`config.mk`:
```
export PLATFORM = sky130hd
export DESIGN_NAME = tff_counter
export DESIGN_NICKNAME = d
export VERILOG_FILES = /design/src/rtl/tff_counter_pkg.sv /design/src/rtl/tff_cell.sv /design/src/rtl/tff_counter.sv
export SDC_FILE = /design/constraint.sdc
export NUM_CORES = 1
export LEC_CHECK = 0
export CAP_MARGIN = 0
export CORE_AREA = 2 2 43 45
export DETAILED_ROUTE_END_ITERATION = 10
export DIE_AREA = 0 0 45 47
export PLACE_DENSITY = 0.71
export SLEW_MARGIN = 20
export SYNTH_ARGS = -nofsm -noshare
export SYNTH_HDL_FRONTEND = slang
export SYNTH_SLANG_ARGS = --single-unit
```
`constraint.sdc`:
```
create_clock -name clk -period 1.9 [get_ports clk]
set_input_delay 0.38 -clock clk [delete_from_list [all_inputs] [get_ports clk]]
set_output_delay 0.38 -clock clk [all_outputs]
set_load 0.02 [all_outputs]
```
`src/rtl/tff_counter_pkg.sv`:
```
// Shared defaults, limits and direction encoding for the T-flip-flop modulo counter.
package tff_counter_pkg;

  localparam int TFF_WIDTH_DEF   = 4;
  localparam int TFF_MODULUS_DEF = 10;
  localparam int TFF_MAX_WIDTH   = 8;

  typedef enum logic {
    DIR_DOWN = 1'b0,
    DIR_UP   = 1'b1
  } dir_e;

endpackage

```
`src/rtl/tff_cell.sv`:
```
// Single T flip-flop with asynchronous active-low reset and synchronous set.
module tff_cell (
  input  logic clk,
  input  logic T,
  input  logic reset,
  input  logic set,
  output logic q,
  output logic qbar
);

  // q and qbar are both stored so the complement output is registered too
  always_ff @(posedge clk or negedge reset) begin
    if (!reset) begin
      q    <= 1'b0;
      qbar <= 1'b1;
    end else if (set) begin
      q    <= 1'b1;
      qbar <= 1'b0;
    end else if (T) begin
      q    <= ~q;
      qbar <= ~qbar;
    end else begin
      q    <= q;
      qbar <= qbar;
    end
  end

endmodule

```
`src/rtl/tff_counter.sv`:
```
// Modulo counter built from T flip-flops with clear, load, enable and flags.
// Define TFF_COUNTER_DOWN_EN to add the up_dn port and down counting.
module tff_counter
  import tff_counter_pkg::*;
#(
  parameter int WIDTH   = TFF_WIDTH_DEF,
  parameter int MODULUS = TFF_MODULUS_DEF
) (
  input  logic             clk,
  input  logic             reset,
  input  logic             clr,
  input  logic             load,
  input  logic [WIDTH-1:0] load_val,
  input  logic             en,
`ifdef TFF_COUNTER_DOWN_EN
  input  logic             up_dn,
`endif
  output logic [WIDTH-1:0] count,
  output logic [WIDTH-1:0] count_n,
  output logic             tc,
  output logic             wrapped,
  output logic             load_err
);

  localparam logic [WIDTH-1:0] MAX_VAL  = WIDTH'(MODULUS - 1);
  localparam logic [WIDTH:0]   MOD_EXT  = (WIDTH+1)'(MODULUS);
  localparam logic [WIDTH-1:0] ONE_VAL  = WIDTH'(1);
  localparam logic [WIDTH-1:0] ZERO_VAL = {WIDTH{1'b0}};

  logic [WIDTH-1:0] step_s;
  logic [WIDTH-1:0] next_s;
  logic [WIDTH-1:0] t_s;
  logic             wrap_pt_s;
  logic             load_ok_s;
  logic             tc_s;
  logic             wrapped_r;
  logic             load_err_r;

`ifdef TFF_COUNTER_DOWN_EN
  dir_e dir_s;

  // Direction is taken straight from the pin, no extra state
  always_comb begin
    if (up_dn) begin
      dir_s = DIR_UP;
    end else begin
      dir_s = DIR_DOWN;
    end
  end

  // Wrap point and single step for the selected direction
  always_comb begin
    wrap_pt_s = 1'b0;
    step_s    = count;
    if (dir_s == DIR_UP) begin
      wrap_pt_s = (count == MAX_VAL);
      step_s    = wrap_pt_s ? ZERO_VAL : (count + ONE_VAL);
    end else begin
      wrap_pt_s = (count == ZERO_VAL);
      step_s    = wrap_pt_s ? MAX_VAL : (count - ONE_VAL);
    end
  end
`else
  // Up-only wrap point and single step
  always_comb begin
    wrap_pt_s = (count == MAX_VAL);
    if (wrap_pt_s) begin
      step_s = ZERO_VAL;
    end else begin
      step_s = count + ONE_VAL;
    end
  end
`endif

  assign load_ok_s = ({1'b0, load_val} < MOD_EXT);

  // Next value with clr > load > en > hold; out-of-range loads land on zero
  always_comb begin
    next_s = count;
    if (clr) begin
      next_s = ZERO_VAL;
    end else if (load) begin
      next_s = load_ok_s ? load_val : ZERO_VAL;
    end else if (en) begin
      next_s = step_s;
    end else begin
      next_s = count;
    end
  end

  assign t_s  = next_s ^ count;
  assign tc_s = reset & en & ~clr & ~load & wrap_pt_s;
  assign tc   = tc_s;

  for (genvar i = 0; i < WIDTH; i++) begin : g_cell
    tff_cell u_cell (
      .clk  (clk),
      .T    (t_s[i]),
      .reset(reset),
      .set  (1'b0),
      .q    (count[i]),
      .qbar (count_n[i])
    );
  end

  // Sticky wrap flag and one-cycle load error flag
  always_ff @(posedge clk or negedge reset) begin
    if (!reset) begin
      wrapped_r  <= 1'b0;
      load_err_r <= 1'b0;
    end else if (clr) begin
      wrapped_r  <= 1'b0;
      load_err_r <= 1'b0;
    end else if (load) begin
      wrapped_r  <= wrapped_r;
      load_err_r <= ~load_ok_s;
    end else begin
      wrapped_r  <= wrapped_r | tc_s;
      load_err_r <= 1'b0;
    end
  end

  assign wrapped  = wrapped_r;
  assign load_err = load_err_r;

endmodule
```
# Word level (Yosys, flattened, before mapping)
# Index checks and enable logic that the tools add are counted.
# word_totals
in_bits	9
ff_bits	10
# classes
n_bitwise	17
addsub	1
magnitude_cmp	1
n_mux	9
eq_ne	2
# op_table
cell	count
$mux W4	5
$not A1 Y1	11
$add A4 B1 Y4 const B	1
$and A1 B1 Y1	4
$eq A4 B4 Y1 const B	1
$lt A4 B4 Y1 const B	1
$mux W1	4
$xor A4 B4 Y4	1
$ne A2 B2 Y1 const B	1
$or A1 B1 Y1	1

# Longest topological paths before layout
# logic_depth
depth_word	7
depth_mapped	7
mapped_depth_nobuf	7

# Hierarchy
# A second synthesis with hierarchy kept.
# unflattened
hier_cells	70
hier_area_um2	639.4
# by_module_without_submodules
mod	cells_per_inst	area_per_inst_um2	instances
tff_counter	46	324.1	1
tff_cell	6	78.8	4

# Worst setup path after synthesis
# No wires, ideal clock.
# synth_path
path_kind	reg-to-output
from	register g_cell[1].u_cell.q
to	output port tc
path_stages_with_launch	6
arrival_ns	1.317
slack_ns	0.203
n_path_buf	0
t_required_ns	1.520
cell_sequence	dfrtp_1 > inv_1 > ha_1 > and3b_1 > nand3_1 > nor2_1
# synth_between
elab_chain_cells	2
# synth_lines
item	line_no	text
start: declaration	tff_cell.sv:7	output logic q,
start signal: assignment	tff_cell.sv:20	q <= ~q;
start signal: assignment	tff_cell.sv:23	q <= q;
$eq A4 B4 Y1	tff_counter.sv:66	wrap_pt_s = (count == MAX_VAL);
$and A1 B1 Y1	tff_counter.sv:92	assign tc_s = reset & en & ~clr & ~load & wrap_pt_s;
end: declaration	tff_counter.sv:20	output logic tc,
# Every way passes these cells.

# Worst setup path in the final report
# layout_path
from	register g_cell[1].u_cell.q
to	output port count[1]
# layout_lines
item	line_no	text
end: declaration	tff_counter.sv:18	output logic [WIDTH-1:0] count,
# No word-level cell between the ends.

==> results.yml <==
status:
  status: "finished clean"
pwr:
  power.net_switching_w: 0.0002751
  p_sw_frac: 0.3159
  power_report.internal_total_w: 0.0005958
  vdd_ir_drop_max_mv: 0.5457
  power_density_nw_per_um2: 864.7
  seqPwrFrac: 0.378
  combinationalPowerShare: 0.397
  clkPwrFrac: 0.225
  power.total_w: 0.0008710
  p_leak_nw: 0.4191
layout:
  final_nets: 116
  syn_to_final_growth_pct: 42.48
  fillerInstances: 147
  final_core_utilization: 0.6098
  area_of_all_placed_cells_without_fillers_um2: 1007
  n_antenna_cell: 0
  layout-drive-gt1-share: 0.3269
timing:
  finalSetupViolCount: 0
  timing.final.ws_setup_ns: 0.06462
  final.setup_skew_ns: 0.005056
  finalMaxSlewViolations: 0
  clock_period_minus_worst_slack_ns: 1.835
  rsz0062_at_grt: "yes"
  finalHoldViolations: 0
  worst_slew_pin_slew_ns: 0.3064
  finalCritPeriodShare: 0.9660
  whs_ns: 0.4941
  max_slew_margin: 0.7943
  max_freq_mhz: 544.8
synthesis:
  synth_compound_gate_area_share: 0.2177
  syn-instance-count: 76
  yosys.cell_types.count: 36
  netlist_area_um2: 706.9
  synth.ff_latch_count: 10
  syn_avg_cell_area_um2: 9.302
  synth.net_count: 87
  ys_async_sr_fraction: 1.000
  yosys.area_share.simple: 0.1841
  synth.mux.area_fraction: 0.01593
  synth-main-ff-cell: "dfrtp_1"
  synth-warning-count: 0
  synth.yosys.seq_area_share: 0.3611
  synth-xor-area-share: 0.06195
  synthAdderAreaFrac: 0.03540
  synth_edf_count: 0
  combinational_family_with_the_most_area_after_synthesis: "compound AO/OA/AOI/OAI gates"
global_route:
  grtUsageTotal: 0.1888
  maximum_number_of_pins_on_one_net_before_global_route_repair: 11
  first_global_vias: 663
  grt-ovfl-total: 0
  wire_length_of_the_first_global_routing_pass_um: 2842
  antenna_found_initial: 0
setup_path:
  worstSetupStartpointType: "register"
  critPathRequiredTime_ns: 1.52
  worstPathArrival_ns: 1.46
  path_class: "register to output port"
  critPathCaptureType: "output port"
  timing.rr.start: "g_cell[0].u_cell.q"
  crit_fanout: 8
  crit_path_start: "g_cell[1].u_cell.q"
die:
  core_region_area_um2: 1652
  fp.dieArea_um2: 2115
  initial_core_utilization: 0.4280
  number_of_placement_rows: 15
  die-width_um: 45
  io-pin-count: 20
  floorplan.die.height_um: 47
placed_design:
  gpl.final_weighted_congestion: 0.8324
  dp_hpwl_um: 1221
  place_worst_setup_slack_ns: -0.3379
  place.port_buffers: 19
  placed_cell_area_um2: 947.2
detailed_routing:
  drt_pass1_iterations: 4
  via_per_inst: 5.413
  drt-initial-drc-count: 12
  drtAntennaViolNets: 0
  drt-total-wl_um: 1638
  route.detailed.drc: 0
  drt-wirelength-per-cell_um: 13.54
  detailroute.via_count: 655
clock_tree:
  tritoncts.num_buffers: 3
  tritoncts: "yes"
  clock_sinks: 10
  cts.root.buffer_cell: "clkbuf_4"
  h_tree_levels: 1
  clock_tree.buffer_depth: 2
  clk-insertion-delay-late_ns: 0.26
  clk_transition_reported_paths_ns: 0.07
worst_hold_path:
  hp-start: "g_cell[0].u_cell.qbar"
  timing.hold.worst.class: "register to register"
flow_run:
  max_capacitance_violation_count: 0
-- what timing repair did --
action	CTS	global route
gates resized for setup	4	5
pin swaps	0	2
hold buffers	0	0
cloned	0	0
setup buffers	0	2
setup endpoints to repair	1	1
endpoints found under the hold margin	0	0
-- path summary, 6_finish.rpt --
check / endpoint / slack, ns / cells after the start
max: count[1] / 0.06 / 3
min: g_cell[0].u_cell.qbar / 0.49 / 1
max reg2reg: g_cell[1].u_cell.qbar / 0.21 / 7
min reg2reg: g_cell[0].u_cell.qbar / 0.49 / 1
max in group asynchronous: g_cell[0].u_cell.qbar / 1.16 / 2
min in group asynchronous: g_cell[3].u_cell.q / 0.51 / 2
-- cell usage after synthesis, drive strengths merged (2+ instances only) --
master  instances  area share
a211oi          2       0.021
a21oi           5       0.035
buf            10        0.10
dfrtp           6        0.21
dfstp           4        0.15
ha              2       0.035
inv             2       0.011
nand2           6       0.035
nand2b          5       0.044
nand3           2       0.014
nor2            3       0.016
nor3            2       0.014
nor3b           2       0.028
o21ai           4       0.028
o31ai           2       0.028
xnor2           3       0.037
xor2            2       0.025
-- per-stage QoR --
step / TNS, ns / cells
finish: 0 / 121
global route: -0.02148 / 121
CTS: 0 / 119
detailed placement: -0.3681 / 115
global placement: -0.3048 / 115
floorplan: 0 / 76
-- worst max-delay path, cell delays in order (launching register included) --
cell and delay [ns]:
dfrtp_1 0.35, buf_4 0.10, buf_4 0.14, clkdlybuf4s50_1 0.60
-- kinds of logic after synthesis --
group / count (synthesis)
xor gates and xnor gates: 5
and+or+nand+nor: 23
muxes: 1
adders and majority gates: 2
AOI/OAI and AO/OA: 21
buffers and inverters: 14
DFF: 10
-- layout by cell type, fill, tap and decap left out, drive strengths merged, types with 3 or more instances in the layout --
| master | instances |
|---|---|
| a21oi | 5 |
| buf | 17 |
| clkbuf | 4 |
| clkdlybuf4s50 | 18 |
| dfrtp | 6 |
| dfstp | 4 |
| nand2 | 6 |
| nand2b | 5 |
| nor2 | 3 |
| o21ai | 4 |
| xnor2 | 3 |
-- final cells by class --
cell class                      count  area, um^2  share of cell area
Clock buffer                        4       36.28             0.03602
Inverter                            3       11.26             0.01118
Multi-Input combinational cell     52       375.4              0.3727
Sequential cell                    10       255.2              0.2534
Tap cell                           17       21.27             0.02112
Timing Repair Buffer               35       307.8              0.3056
-- registers in the layout, summed over array words and instances (netlist names) --
register            cells
wrapped                 1
load_err                1
g_cell.u_cell.q         4
g_cell.u_cell.qbar      4
-- power groups by stage --
| stage | combinational (W) | sequential, W | clock [W] |
|---|---|---|---|
| 2_1_floorplan | 0.000245 | 0.000333 | 0 |
| 3_3_place_gp | 0.000335 | 0.000331 | 0 |
| 3_5_place_dp | 0.000340 | 0.000334 | 0 |
| 4_1_cts | 0.000342 | 0.000331 | 0.000203 |
| 5_1_grt | 0.000378 | 0.000339 | 0.000212 |
| 6_report | 0.000346 | 0.000329 | 0.000196 |
-- layer usage --
metal,GRT usage,vias to the layer above,routed length (um)
met1,0.2141,316,678
met2,0.3429,21,864
met4,0.08824,0,10
met3,0.03462,2,84
met5,0,-,0
li1,-,316,-
(Power assumes the default switching activity.)
==> variant (config.mk and constraints unchanged) <==
The package constant `TFF_WIDTH_DEF` goes from 4 to 6.
--- a/src/rtl/tff_counter_pkg.sv
+++ b/src/rtl/tff_counter_pkg.sv
@@ -1,7 +1,7 @@
 // Shared defaults, limits and direction encoding for the T-flip-flop modulo counter.
 package tff_counter_pkg;
 
-  localparam int TFF_WIDTH_DEF   = 4;
+  localparam int TFF_WIDTH_DEF   = 6;
   localparam int TFF_MODULUS_DEF = 10;
   localparam int TFF_MAX_WIDTH   = 8;
 
Ports: changed (resized count, count_n and load_val); port bits go from 20 to 26. No check against the original RTL was run, so the function may have changed too.
==> variant against the unedited design <==
- the flow now finishes with violations (setup timing)
- power grew 4.6%
- non-clock buffer count grew 14
- routed wire length grew 61%
- sequential cell count grew 4
- cell area grew 36%
- utilization grew 22 points
- worst setup slack lost 0.25 ns
- synthesized area grew 38%
- critical path type unchanged
==> variant: results (changes against the unedited design) <==
[synth]
synth_common_cells = buf_4 (12), dfrtp_1 (8), nor2_1 (8)
synth_compound_area_share_pct = 17.1  ; -4.7 points
synth_top_family_by_area = simple AND/OR/NAND/NOR gates
synth_mux_area_share_pct = 2.05  ; +0.46 points
synth_nets = 119  ; +37%
synth_cell_types = 35  ; -2.8%
synth.area.top_cells = dfrtp_1 (21%), dfstp_2 (16%), buf_4 (9.2%)
ys_warn_count = 0  ; unchanged
synth_adder_area_share_pct = 2.57  ; -0.97 points
seq_area_frac_synth_pct = 36.7  ; +0.61 points
synthXorXnorAreaFrac_pct = 7.19  ; +0.99 points

[layout]
layout-drive-gt1-share_pct = 30.8  ; -1.9 points
largestRegisters = g_cell.u_cell.q (6), g_cell.u_cell.qbar (6)
nNetsFinal = 158  ; +36%

[worst_hold_path]
hold_end = g_cell[1].u_cell.qbar
hold_start = g_cell[1].u_cell.qbar
min-delay-path-class = flip-flop to flip-flop

[pwr]
power_clock_mw = 0.171  ; -13%
comb-power_mw = 0.336  ; -3%
p_leak_nw = 0.622  ; +48%
p_int_mw = 0.621  ; +4.2%
peakVddDrop_mv = 0.822  ; +51%
p_switching_mw = 0.290  ; +5.5%

[outcome]
violations = setup timing
status = complete, but fails checks

[clock_tree]
clkTransAtPathRegs_ns = 0.08
clockRootBuffer = clkbuf_4
clkLatencyLatePin_ns = 0.28  ; +0.02 ns

[timing]
worst_slack_ns = -0.185  ; -0.250 ns
setup_tns_ns = -0.508  ; -0.508 ns
setup_violations = 7  ; +7
finClkSkew_ns = 0.00503  ; -0.0000226 ns
slew_headroom_pct = 80.2  ; +0.77 points

[global_route]
grt_usage_pct = 25.3  ; +6.4 points
grt_pass1_vias = 868  ; +31%
antenna_found_initial = 0  ; unchanged
grt_pass1_wl_um = 3750  ; +32%
grt_max_degree = 15  ; +4

[setup_path]
rr_startpoint = g_cell[1].u_cell.q
reg2reg_depth = 9  ; +2
arrival_ns = 1.71  ; +0.25 ns
slowest_stage = or3b_4
r2r_end = g_cell[1].u_cell.qbar
critPathTopFamily = simple AND/OR/NAND/NOR gates
r2r_setup_slack_ns = -0.12  ; -0.33 ns
cp_max_fo = 2  ; -6
slowest_delay_ns = 0.40  ; -0.20 ns

[detailed_routing]
vias = 936  ; +43%
detail_route.wirelength_um = 2640  ; +61%
drtIter0Drc = 14  ; +2

[placement]
dpl_cell_area_um2 = 1300  ; +38%
dp_hpwl_um = 1720  ; +41%
routabilityCongestion = 0.809  ; -2.8%
io_buffers = 25  ; +6

-- variant: cell types whose count changed in the layout (fill, tap and decap cells not counted), sizes merged, moves of 3 or more --
| cell | change |
|---|---|
| o21ai | +3 |
| nand2b | -4 |
| buf | +8 |
| nor3 | +4 |
| nor2 | +5 |
| clkdlybuf4s50 | +5 |
-- variant: worst max path at each step --
stage | cells after the start | to | slack, ns | startpoint
floorplan | 5 | tc | 0.05 | g_cell[1].u_cell.q
global placement | 6 | tc | -0.30 | g_cell[1].u_cell.q
detailed placement | 6 | tc | -0.36 | g_cell[1].u_cell.q
CTS | 6 | tc | -0.17 | g_cell[1].u_cell.q
global route | 6 | tc | -0.23 | g_cell[1].u_cell.q
finish | 6 | tc | -0.19 | g_cell[1].u_cell.q
-- variant: per-stage QoR --
step	setup slack (ns)	hold slack (ns)	cells	util, %
2_1_floorplan	0.0513	0.0844	106	-
3_3_place_gp	-0.301	0.475	154	78.9
3_5_place_dp	-0.356	0.479	154	78.9
4_1_cts	-0.167	0.493	158	81.1
5_1_grt	-0.225	0.504	160	83.2
6_report	-0.185	0.489	160	83.2
-- variant: cell type report --
cell class	count	area (um^2)
clock buffers	3	22.5
fillers	98	278
inverters	4	15.0
multi-input cells	73	519
flip-flops and latches	14	358
well taps	17	21.3
repair buffers	49	438
-- variant: what timing repair did --
| action | 4_1_cts | 5_1_grt |
|---|---|---|
| resized for setup | 7 | 6 |
| pin swaps | 0 | 1 |
| setup buffers | 1 | 2 |
| setup endpoints to repair | 1 | 4 |
-- variant: metal layers --
| layer | vias to the layer above | wire length (um) | GRT usage (%) |
|---|---|---|---|
| li1 | 438 | - | - |
| met2 | 38 | 1370 | 42.9 |
| met4 | 0 | 125 | 15.9 |
| met5 | - | 0 | 0 |
| met1 | 445 | 1020 | 29.9 |
| met3 | 15 | 121 | 4.23 |
